### src/rtl/parity_pkg.sv
// rtl/parity_pkg.sv - shared types and elaboration helpers for the parity stream accumulator
package parity_pkg;

    localparam int MAX_LANES = 32;

    typedef struct packed {
        logic                 last;
        logic                 odd;
        logic [MAX_LANES-1:0] exp;
    } sideband_t;

    function automatic int lane_w(input int data_w, input int lanes);
        return data_w / lanes;
    endfunction

    function automatic bit cfg_ok(input int data_w, input int lanes, input int pipe_stages);
        return (lanes > 0) && (lanes <= MAX_LANES) && (data_w % lanes == 0) &&
               (pipe_stages >= 0) && (pipe_stages <= 3);
    endfunction

endpackage

### src/rtl/parity_lane_tree.sv
// rtl/parity_lane_tree.sv - XOR reduce of one lane, retimed through PIPE_STAGES stall-enabled registers
module parity_lane_tree #(
    parameter int LANE_W      = 8,
    parameter int PIPE_STAGES = 1
) (
    input  logic              clk,
    input  logic              rst_n,
    input  logic              en,
    input  logic [LANE_W-1:0] lane,
    output logic              par
);

    logic red;
    assign red = ^lane;

    if (PIPE_STAGES == 0) begin : g_comb
        assign par = red;
    end else begin : g_pipe
        logic [PIPE_STAGES-1:0] q;
        // The reduction operator maps to a balanced tree; the stages retime it.
        always_ff @(posedge clk or negedge rst_n) begin
            if (!rst_n) begin
                q <= '0;
            end else if (en) begin
                q <= (q << 1) | PIPE_STAGES'(red);
            end
        end
        assign par = q[PIPE_STAGES-1];
    end

endmodule

### src/rtl/parity_stream_accum.sv
// rtl/parity_stream_accum.sv - per-lane packet parity generator/checker over a valid/ready beat stream
module parity_stream_accum
    import parity_pkg::*;
#(
    parameter int DATA_W      = 16,
    parameter int LANES       = 2,
    parameter int PIPE_STAGES = 1,
    parameter int BEAT_W      = 8
) (
    input  logic              clk,
    input  logic              rst_n,
    input  logic              flush,
    input  logic              cfg_odd,
    input  logic              in_valid,
    output logic              in_ready,
    input  logic [DATA_W-1:0] in_data,
    input  logic              in_last,
    input  logic [LANES-1:0]  in_exp,
    output logic              out_valid,
    input  logic              out_ready,
    output logic [LANES-1:0]  out_par,
    output logic              out_err,
    output logic [BEAT_W-1:0] out_beats
);

    localparam int LW = lane_w(DATA_W, LANES);
    localparam logic [BEAT_W-1:0] BEAT_MAX = '1;

    if (!cfg_ok(DATA_W, LANES, PIPE_STAGES)) begin : g_bad_cfg
        $error("parity_stream_accum: DATA_W must divide into LANES and PIPE_STAGES must be 0..3");
    end

    logic             alive;
    logic             stall;
    logic             accept;
    logic             exit_fire;
    logic             x_vld;
    sideband_t        in_sb;
    sideband_t        x_sb;
    logic [LANES-1:0] x_p;
    logic [LANES-1:0] acc;
    logic [LANES-1:0] par_next;
    logic [BEAT_W-1:0] beats;
    logic [BEAT_W-1:0] beats_next;

    assign stall    = out_valid & ~out_ready;
    assign in_ready = alive & ~stall;
    assign accept   = in_valid & in_ready & ~flush;
    assign in_sb    = '{last: in_last, odd: cfg_odd, exp: MAX_LANES'(in_exp)};

    // Lane 0 (in_data LSBs) reports on the MSB of out_par; in_exp uses the same order.
    for (genvar k = 0; k < LANES; k++) begin : g_lane
        parity_lane_tree #(.LANE_W(LW), .PIPE_STAGES(PIPE_STAGES)) u_tree (
            .clk   (clk),
            .rst_n (rst_n),
            .en    (~stall),
            .lane  (in_data[k*LW +: LW]),
            .par   (x_p[LANES-1-k])
        );
    end

    if (PIPE_STAGES == 0) begin : g_sb_comb
        assign x_vld = accept;
        assign x_sb  = in_sb;
    end else begin : g_sb_pipe
        logic [PIPE_STAGES-1:0] vld;
        sideband_t              sb [PIPE_STAGES];

        always_ff @(posedge clk or negedge rst_n) begin
            if (!rst_n) begin
                vld <= '0;
                for (int i = 0; i < PIPE_STAGES; i++) sb[i] <= '0;
            end else begin
                if (flush) begin
                    vld <= '0;
                end else if (!stall) begin
                    vld <= (vld << 1) | PIPE_STAGES'(accept);
                end
                if (!stall) begin
                    sb[0] <= in_sb;
                    for (int i = 1; i < PIPE_STAGES; i++) sb[i] <= sb[i-1];
                end
            end
        end

        assign x_vld = vld[PIPE_STAGES-1];
        assign x_sb  = sb[PIPE_STAGES-1];
    end

    assign exit_fire  = x_vld & ~stall & ~flush;
    assign par_next   = acc ^ x_p ^ {LANES{x_sb.odd}};
    assign beats_next = (beats == BEAT_MAX) ? beats : beats + BEAT_W'(1);

    always_ff @(posedge clk or negedge rst_n) begin
        if (!rst_n) begin
            alive     <= 1'b0;
            acc       <= '0;
            beats     <= '0;
            out_valid <= 1'b0;
            out_par   <= '0;
            out_err   <= 1'b0;
            out_beats <= '0;
        end else begin
            alive <= 1'b1;
            // A new result at exit overrides the consume, keeping back-to-back packets at full rate.
            if (out_ready) out_valid <= 1'b0;
            if (flush) begin
                acc   <= '0;
                beats <= '0;
            end else if (exit_fire) begin
                if (x_sb.last) begin
                    acc       <= '0;
                    beats     <= '0;
                    out_valid <= 1'b1;
                    out_par   <= par_next;
                    out_err   <= |(MAX_LANES'(par_next) ^ x_sb.exp);
                    out_beats <= beats_next;
                end else begin
                    acc   <= acc ^ x_p;
                    beats <= beats_next;
                end
            end
        end
    end

endmodule

### config.mk
export PLATFORM = sky130hd
export DESIGN_NAME = parity_stream_accum
export DESIGN_NICKNAME = d
export VERILOG_FILES = /design/src/rtl/parity_pkg.sv /design/src/rtl/parity_lane_tree.sv /design/src/rtl/parity_stream_accum.sv
export SDC_FILE = /design/constraint.sdc
export NUM_CORES = 1
export LEC_CHECK = 0
export ABC_AREA = 1
export CORE_AREA = 3 3 59 88
export DETAILED_ROUTE_END_ITERATION = 10
export DIE_AREA = 0 0 62 91
export PLACE_DENSITY = 0.67
export SYNTH_ARGS = -nofsm -noshare
export SYNTH_HDL_FRONTEND = slang
export SYNTH_SLANG_ARGS = --single-unit
### constraint.sdc
create_clock -name clk -period 1.2 [get_ports clk]
set_input_delay 0.18 -clock clk [delete_from_list [all_inputs] [get_ports clk]]
set_output_delay 0.18 -clock clk [all_outputs]
set_load 0.01 [all_outputs]
==> results of run 1 <==
==> flip-flops by register name, indices dropped and copies added, names as in the netlist <==
| signal | cells |
|---|---|
| out_beats | 8 |
| acc | 2 |
| beats | 8 |
| out_valid | 1 |
| out_par | 2 |
| g_lane.u_tree.par | 2 |
| out_err | 1 |
| g_sb_pipe.vld | 1 |
| alive | 1 |
| g_sb_pipe.sb | 4 |
==> repair_timing <==
| action | CTS | global route |
|---|---|---|
| pin swaps | 6 | 7 |
| setup endpoints to repair | 35 | 28 |
| gates resized for setup | 36 | 13 |
| setup buffers | 1 | 3 |
| gates cloned | 1 | 0 |
==> cells in the mapped netlist (all sizes together) <==
master and number:
xor2 2, dfrtp 30, clkbuf 1, buf 2, nand4 2, conb 1
ha 1, nand2 128, or2 2, nand3 25, xnor2 2, o21ai 18
a21oi 1, nor2 6, inv 39
==> critical path, stage by stage, from the launching register on <==
cell and delay (ns):
dfrtp_1 0.34, inv_1 0.04, or2_4 0.23, inv_1 0.09, nor2_2 0.04, buf_2 0.13
==> final cells by class <==
type,count,share of cell area [%]
Timing Repair Buffer,55,20.4
Clock inverter,1,0.197
Sequential cell,30,29.5
Clock buffer,7,3.39
Tap cell,64,3.15
Multi-Input combinational cell,189,37.4
Inverter,39,6.05
==> worst max path at each step <==
stage / start / end / slack (ns) / depth (start not counted)
floorplan: out_valid / out_beats[5] / -0.08 / 9
global placement: out_ready / in_ready / -0.43 / 5
detailed placement: out_ready / acc[0] / -0.46 / 7
CTS: out_valid / in_ready / -0.14 / 5
global route: beats[0] / out_beats[7] / -0.22 / 8
finish: out_valid / in_ready / -0.15 / 5
==> per-layer routing <==
layer	up-vias	routed length [um]	GRT usage [%]
met5	-	0	0
met4	0	69	5.13
met3	7	158	3.27
met2	34	2130	26.0
met1	767	1520	15.7
li1	920	-	-
==> power by group through the flow <==
stage	Combinational (mW)	Clock, mW	Sequential, mW
global route	0.587	0.904	1.14
floorplan	0.237	0	1.17
CTS	0.510	0.870	1.13
finish	0.511	0.860	1.13
global placement	0.524	0	1.15
detailed placement	0.531	0	1.15
==> cell families after synthesis <==
| family | after synthesis |
|---|---|
| buffers and inverters | 42 |
| other | 1 |
| AND/OR/NAND/NOR | 163 |
| AO/OA/AOI/OAI | 19 |
| XOR/XNOR | 4 |
| flip-flops | 30 |
| adder cells (fa/ha/maj) | 1 |
==> cells in the final DEF (no fill, tap or decap), types with 2 or more instances in the layout <==
| cell type | instances |
|---|---|
| nand2_1 | 122 |
| inv_1 | 37 |
| dfrtp_1 | 30 |
| clkdlybuf4s50_1 | 24 |
| nand3_1 | 17 |
| buf_4 | 13 |
| o21ai_0 | 11 |
| dlygate4sd2_1 | 11 |
| o21ai_1 | 6 |
| nand3_2 | 6 |
| clkbuf_8 | 6 |
| nor2_4 | 4 |
| nand2_2 | 4 |
| buf_6 | 3 |
| nand3_4 | 2 |
| xnor2_1 | 2 |
| xor2_1 | 2 |
| nand4_1 | 2 |
| nand2_4 | 2 |
| buf_12 | 2 |
==> summary.txt, run 1 <==
Route
  – Routed wire length: around 3900 um
  – Vias per cell: between 4 and 5
  – DR pass1 iterations: 5
  – Vias: ~1700
  – Avg WL per Cell: 10.1 um
  – # DRC: 0
  – Iter 0 DRT Violations: 50
  – Antenna viol nets, final: 0

Pwr
  – P_int: approximately 1.8 mW
  – Total power draw: roughly 2.5 mW
  – Sw Ratio: between 20 and 30%
  – Peak supply drop: around 340 uV
  – Clk pwr share: approximately a third
  – Comb pwr share: around 20%
  – Sequential power share: around 45%
  – Power per cell area: slightly below 1000 nW/um^2
  – Leak: approximately 1.4 nW
  – P_sw: ~0.71 mW

STA
  – Worst setup margin: -0.147 ns
  – Clock skew: 0.00598 ns
  – Final Hold Fails: 0
  – Tmin final: about 1.3 ns
  – Fin crit share: 112%
  – Worst hold slack: approximately 0.25 ns
  – Slew Viols, Final: 0
  – RSZ-0062 raised after global routing: true
  – Fin Setup TNS: -2.06 ns
  – # setup viols final: 23
  – Max Freq: 0.742 GHz

Floorplanning
  – Io pins: 38
  – CORE AREA: 4540 um^2
  – Starting Density: 38.8%
  – Std-Cell Rows: 30
  – Die area: 5640 um^2
  – Die height: slightly above 90 um
  – Die width: approximately 62 um

Final layout
  – Layout cells sized above 1: about 17%
  – Nets: 346
  – Storage cell area: around 750 um^2
  – Fin cells: 385
  – Footprint of the multi-input gates: between 900 and 1000 um^2
  – Fin area: about 2500 um^2
  – Area Growth Syn to Fin: 44.3%
  – Ant diodes: 0
  – Fillers: 417
  – Util after Layout: between 50% and 60%

Placed design
  – Pre-CTS WS: -0.464 ns
  – Final HPWL DP: roughly 2800 um
  – RD Place Congestion: about 0.84
  – Placed Area: between 2000 and 2500 um^2
  – I/O Buffers: 37
  – Post-Place Cells: 373

Yosys
  – Syn_area_per_cell: between 6 and 7 um^2
  – Synth Area in Adders: less than 1%
  – Area leader, netlist: dfrtp_1
  – Main combinational cell family by area after synthesis: simple AND/OR/NAND/NOR gates
  – Post-synthesis simple-gate area fraction: around two fifths
  – Synth warn: 0
  – Synth top area cells: dfrtp_1 (43%), nand2_1 (27%), inv_1 (8.1%)
  – Net Count, Synth: roughly 290
  – Mapped Cells: 260
  – Sequential area share after synthesis: a little over two fifths
  – Post-synthesis compound-gate area fraction: between 5 and 6%
  – Synth Area in XOR/XNOR: under 10%
  – Register bit total from synthesis: 30
  – Share of the synthesized area in the top cell type: between 40% and 50%
  – Mapped Area: approximately 1800 um^2
  – Synth unique cells: 22
  – Mux cell area share after synthesis: 0%

Job
  – Max_cap viols: 0

Worst setup path
  – Critical path endpoint category: output port
  – Worst Path Arrival: roughly 1.2 ns
  – Largest fanout on the critical path: 2
  – Startpoint Class: flip-flop
  – Worst reg2reg path startpoint: out_valid
  – Req. time, crit path: just over 1 ns
  – Critical path class: flip-flop to output port
  – Cell count of the worst reg-to-reg path: 8
  – Reg2Reg Setup Slack: -0.13 ns
  – Worst reg2reg path endpoint: beats[2]

Status
  – Failing checks: setup timing
  – Outcome: complete, but fails checks

Hold path
  – Hold crit path type: input pin to asynchronous set/reset pin

Clock network
  – Clk buf depth: 2
  – # H-tree levels: 2
  – Clock-pin slew on the worst setup and hold paths: approximately 0.07 ns
  – Clock latency on the worst-skew pair: 0.29 ns
  – Num CTS Buffers: 5
  – Clock sink count: 30
  – Hold-fix buffers, CTS: 0
  – Clock Tree Root: clkbuf_8
  – CTS tree: built

Global routing
  – Total GRT Usage: between 10% and 20%
  – Antenna violations before repair: 0
  – Total gr overflow: 0
  – Vias in the first global route: between 1500 and 2000
  – First-pass GRT wire length: between 6000 and 7000 um
  – Pin count of the biggest net entering global routing: 31
Note: power is estimated with default switching activity, not from simulation.
==> inputs of run 2 (changes only) <==
CORE_AREA = 3 3 56 83   (was 3 3 59 88)
DIE_AREA = 0 0 59 86   (was 0 0 62 91)
PLACE_DENSITY = 0.73   (was 0.67)
RECOVER_POWER = 50   (was unset)
==> summary.txt, run 2 (synthesis results as in run 1) <==
Final layout
  – Layout cells sized above 1: 22.0%
  – Most frequent cells in the layout: nand2_1 (111), inv_1 (37), dfrtp_1 (30)
  – Area Growth Syn to Fin: 48.2%
  – Fillers: around 380
  – Top Registers: beats x8, out_beats x8, g_sb_pipe.sb x4
  – Fin cells: 368
  – Ant diodes: 0
  – Most common cell after layout, fill and taps aside: nand2_1
  – Nets: between 300 and 400
  – Util after Layout: between 60% and 70%

Floorplanning
  – Std-Cell Rows: 28
  – CORE AREA: 3990 um^2
  – Io pins: 38
  – Starting Density: ~44%
  – Die width: a little under 60 um
  – Die height: roughly 86 um
  – Die area: 5070 um^2

Placed design
  – I/O Buffers: 37
  – RD Place Congestion: 0.807
  – Post-Place Cells: 351
  – Pre-CTS WS: -0.440 ns
  – Final HPWL DP: approximately 2800 um

STA
  – Max Freq: 0.724 GHz
  – Slew headroom: 50.2%
  – Clock skew: between 0.007 and 0.008 ns
  – RSZ-0062 raised after global routing: true
  – Final Hold Fails: 0
  – Worst slew pin tran: about 0.75 ns
  – Slew Viols, Final: 0
  – # setup viols final: 23
  – Tmin final: 1.38 ns
  – Worst setup margin: -0.181 ns
  – Worst hold slack: ~0.46 ns
  – Fin Setup TNS: -2.66 ns
  – Fin crit share: 115%

Clock network
  – Clock-pin slew on the worst setup and hold paths: 0.06 ns
  – Clock Tree Root: clkbuf_8
  – Num CTS Buffers: 5
  – Hold-fix buffers, CTS: 0
  – # H-tree levels: 2
  – Clock sink count: 30
  – CTS tree: built
  – Clk buf depth: 2
  – Clock latency on the worst-skew pair: ~0.29 ns

Global routing
  – Total gr overflow: 0
  – Global Route met3 Usage: 4.07%
  – Vias in the first global route: ~1800
  – Total GRT Usage: about a fifth
  – Pin count of the biggest net entering global routing: 31
  – First-pass GRT wire length: 7470 um
  – Met2 usage: about a third
  – Antenna violations before repair: 0
  – Global-route met1 utilization: 20.9%
  – GRT busiest layer: met2

Route
  – Vias: roughly 1800
  – Antenna viol nets, final: 0
  – Avg WL per Cell: 12.1 um
  – Vias per cell: a little under 5
  – Iter 0 DRT Violations: 105
  – Routed wire length: between 4000 and 5000 um
  – DR pass1 iterations: 4
  – # DRC: 0

Worst setup path
  – Worst-path cell chain: ha_4, nand3_4, nor2_4, nand2_4, nand3_1, nand2_1, o21ai_0
  – Worst reg2reg path endpoint: beats[3]
  – Startpoint Class: flip-flop
  – Req. time, crit path: roughly 1.4 ns
  – Cell count of the worst reg-to-reg path: 7
  – Critical path endpoint category: flip-flop
  – Critical path class: flip-flop to flip-flop
  – Reg2Reg Setup Slack: -0.18 ns
  – Worst Path Arrival: 1.59 ns
  – Slowest CP cell: dfrtp_1
  – Largest fanout on the critical path: 7
  – Worst reg2reg path startpoint: beats[0]
  – Worst path max stage delay: 0.40 ns

Status
  – Failing checks: setup timing
  – Outcome: complete, but fails checks

Hold path
  – WHS Path Cells: 2
  – Worst Hold Path EP: out_beats[7]
  – Hold crit path type: flip-flop to flip-flop
  – Hold_sp: out_beats[7]

Pwr
  – Leak: 1.41 nW
  – Power per cell area: roughly 960 nW/um^2
  – Peak supply drop: between 700 and 800 uV

Job
  – Max_cap viols: 0
run 2: changes by cell type in the layout (fill, tap and decap cells not counted), moves of 2 or more:
cell	before	now
nand2_1	122	111
nand2_2	4	14
buf_6	3	9
buf_4	13	8
o21ai_0	11	6
nand3_1	17	15
nand3_2	6	8
o21ai_1	6	8
o21ai_2	1	3
run 2: cell type report:
type	count	area [um^2]	area share, %
Multi-Input combinational cell	189	1020	38.9
Sequential cell	30	751	28.7
Timing Repair Buffer	56	537	20.5
Inverter	39	154	5.89
Clock buffer	7	86.3	3.30
Tap cell	45	56.3	2.15
Timing Repair inverter	1	8.76	0.335
Clock inverter	1	5.00	0.191
run 2: per-stage QoR:
| step | power [mW] | instance area (um^2) |
|---|---|---|
| after global routing | 2.64 | 2610 |
| after detailed placement | 1.68 | 2290 |
| after CTS | 2.50 | 2550 |
| final | 2.50 | 2610 |
| after floorplan | 1.41 | 1780 |
| after global placement | 1.66 | 2290 |
run 2: worst max-delay path by stage:
stage          slack, ns      endpoint      start  cells after the start
2_1_floorplan      -0.08  out_beats[5]  out_valid                      9
3_3_place_gp       -0.43      in_ready  out_ready                      5
3_5_place_dp       -0.44      in_ready  out_ready                      5
4_1_cts            -0.13      in_ready  out_valid                      5
5_1_grt            -0.26      beats[7]   beats[1]                      8
6_report           -0.18      beats[3]   beats[0]                      7
run 2: per-layer routing:
metal / wire [um] / up-vias
li1: - / 918
met1: 1670 / 804
met2: 2450 / 51
met3: 160 / 14
met4: 167 / 0
met5: 0 / -
run 2: worst max-delay path, delay by kind of cell, from the launching register on:
family / cells / cell delay (ns)
AO/OA/AOI/OAI: 1 / 0.08
adder cells (fa/ha/maj): 1 / 0.18
flip-flops: 1 / 0.40
AND/OR/NAND/NOR: 5 / 0.64
run 2: repair_timing:
item                                    4_1_cts  5_1_grt
resized for setup                            50       28
buffers inserted                              8        0
gates cloned                                  2        0
endpoints found under the setup margin       35       28
pin swaps                                    14       15
run 2: report_power, final:
part	internal (mW)	total, mW	leakage (nW)	switching (mW)
Clock	0.461	0.833	0.0482	0.372
Combinational	0.250	0.523	0.966	0.274
Sequential	1.09	1.15	0.397	0.0580
Total	1.80	2.50	1.41	0.704
==> inputs of run 3 (changes only) <==
CTS_CLUSTER_DIAMETER = 40   (was unset)
==> results of run 3 <==
Same layout as run 2: the final DEF is identical, and so are final timing and power.
==> RTL change: new RTL, config.mk and constraints of run 1 <==
Change the parameter `BEAT_W` from 8 to 7.
--- a/src/rtl/parity_stream_accum.sv
+++ b/src/rtl/parity_stream_accum.sv
@@ -5,7 +5,7 @@
     parameter int DATA_W      = 16,
     parameter int LANES       = 2,
     parameter int PIPE_STAGES = 1,
-    parameter int BEAT_W      = 8
+    parameter int BEAT_W      = 7
 ) (
     input  logic              clk,
     input  logic              rst_n,
Interface: changed (resized out_beats); port bits go from 38 to 37. No check against the original RTL was run, so the function may have changed too.
==> RTL change against run 1 <==
  * The flow still finishes with violations (negative setup slack)
  * Area after synthesis fell by 2.4%
  * Power is 3.8% lower
  * Highest routed layer unchanged
  * Combinational power rose by 11%
  * Wire length increased by 8.0%
  * Design area rose by 4.4%
  * Synthesized cell count decreased by 5.4%
  * Largest power group unchanged
  * Hold slack got worse by 4.3 ps
  * Sequential cell count decreased by 2
  * Clock skew up 5.1 ps
  * Setup slack worse by 59 ps
  * Cell count fell by 3.1%
  * Die area unchanged
==> RTL change: results (changes against run 1) <==
metric	value	unit	change
Worst Setup EP	beats[0]		
H-tree levels	1		-1
hold_ws	242	ps	-4.31 ps
post-synth cell types	24		+9.1%
failing checks	negative setup slack		
Fill cells	416		-0.24%
M1 WL	1510	microns	-0.46%
Final TNS setup	-2730	ps	-671 ps
met2 GRT Util	28.2	%	+2.2 points
post-synthesis sequential area ratio	40.7	%	-1.9 points
global-route wire length before repair	6860	microns	+8.6%
met1 Use GR	16.2	%	+0.55 points
worst r2r src	beats[1]		
DP Cell Count	359		-3.8%
leakage power	1.43	nW	+4.0%
met3 Usage GRT	1.85	%	-1.4 points
detailed placer's ending HPWL	2700	microns	-3.5%
Pre-antenna DRT Iters	4		-1
Avg Cell Area, Syn	7.00	sq um	+3.1%
Num CTS Buffers	3		-2
Final nets	336		-2.9%
Setup violations, final	25		+8.7%
status	complete, but fails checks		
routability cong.	0.854		+1.7%
metal3 WL	128	microns	-19%
total track usage	15.5	%	+1.0 points
crit path max fanout	4		+2
most frequent cells after synthesis	nand2_1 (110), inv_1 (41), dfrtp_1 (28)		
vias in the first global route	1734		+12%
WL met2	2400	microns	+12%
layout cells sized above 1	30.4	%	+14 points
synth top area cells	dfrtp_1 (41%), nand2_1 (24%), inv_1 (8.9%), nand2_2 (4.7%), nand3_1 (4.7%)		
worst setup margin	-206	ps	-59.2 ps
register clock-pin slew on the reported worst setup and hold paths	100	ps	+30 ps
Area after DPL	2260	sq um	-2.8%
Post-Syn Nets	272		-4.9%
pin count of the biggest net entering global routing	29		-6.5%
P_sw	0.665	mW	-6.2%
## RTL change: cell count changes after synthesis, moves of 2 or more
cell | before | now
o21ai_1 | 2 | 0
o21ai_0 | 16 | 12
o21ai_2 | 0 | 2
nand2_1 | 128 | 110
dfrtp_1 | 30 | 28
inv_1 | 38 | 41
a21oi_1 | 1 | 3
nand2_2 | 0 | 13
nand3_1 | 24 | 16
## RTL change: cells by family after synthesis
logic type / Yosys count / synth area share (%)
AND/OR/NAND/NOR: 148 / 38.0
buffers and inverters: 45 / 11.5
flip-flops: 28 / 40.7
AO/OA/AOI/OAI: 18 / 6.32
XOR/XNOR: 5 / 2.54
adder cells (fa/ha/maj): 1 / 0.727
other: 1 / 0.218
## RTL change: timing repair
| item | CTS | global route |
|---|---|---|
| resized for setup | 43 | 48 |
| gates cloned | 2 | 1 |
| endpoints found under the setup margin | 32 | 28 |
| setup buffers | 3 | 4 |
| pin swaps | 11 | 7 |
## RTL change: cell type report
type | count | area share, %
inverters | 42 | 6.31
well taps | 64 | 3.01
multi-input cells | 174 | 39.1
repair inverters | 1 | 0.330
clock inverters | 1 | 1.13
repair buffers | 60 | 22.2
clock buffers | 3 | 1.55
flip-flops and latches | 28 | 26.4
## RTL change: critical path, stage by stage (launching register included)
cell	delay, ps
dfrtp_1	410
ha_4	170
nand2_4	50
inv_2	50
nand4_1	190
inv_1	160
nand2_1	120
nand3_2	100
o21ai_2	50
## RTL change: power groups by stage
stage / Combinational, mW / Clock [mW] / Sequential, mW
after CTS: 0.529 / 0.766 / 1.07
final: 0.569 / 0.761 / 1.08
after global routing: 0.648 / 0.818 / 1.09
after detailed placement: 0.548 / 0 / 1.09
after global placement: 0.538 / 0 / 1.09
after floorplan: 0.261 / 0 / 1.11
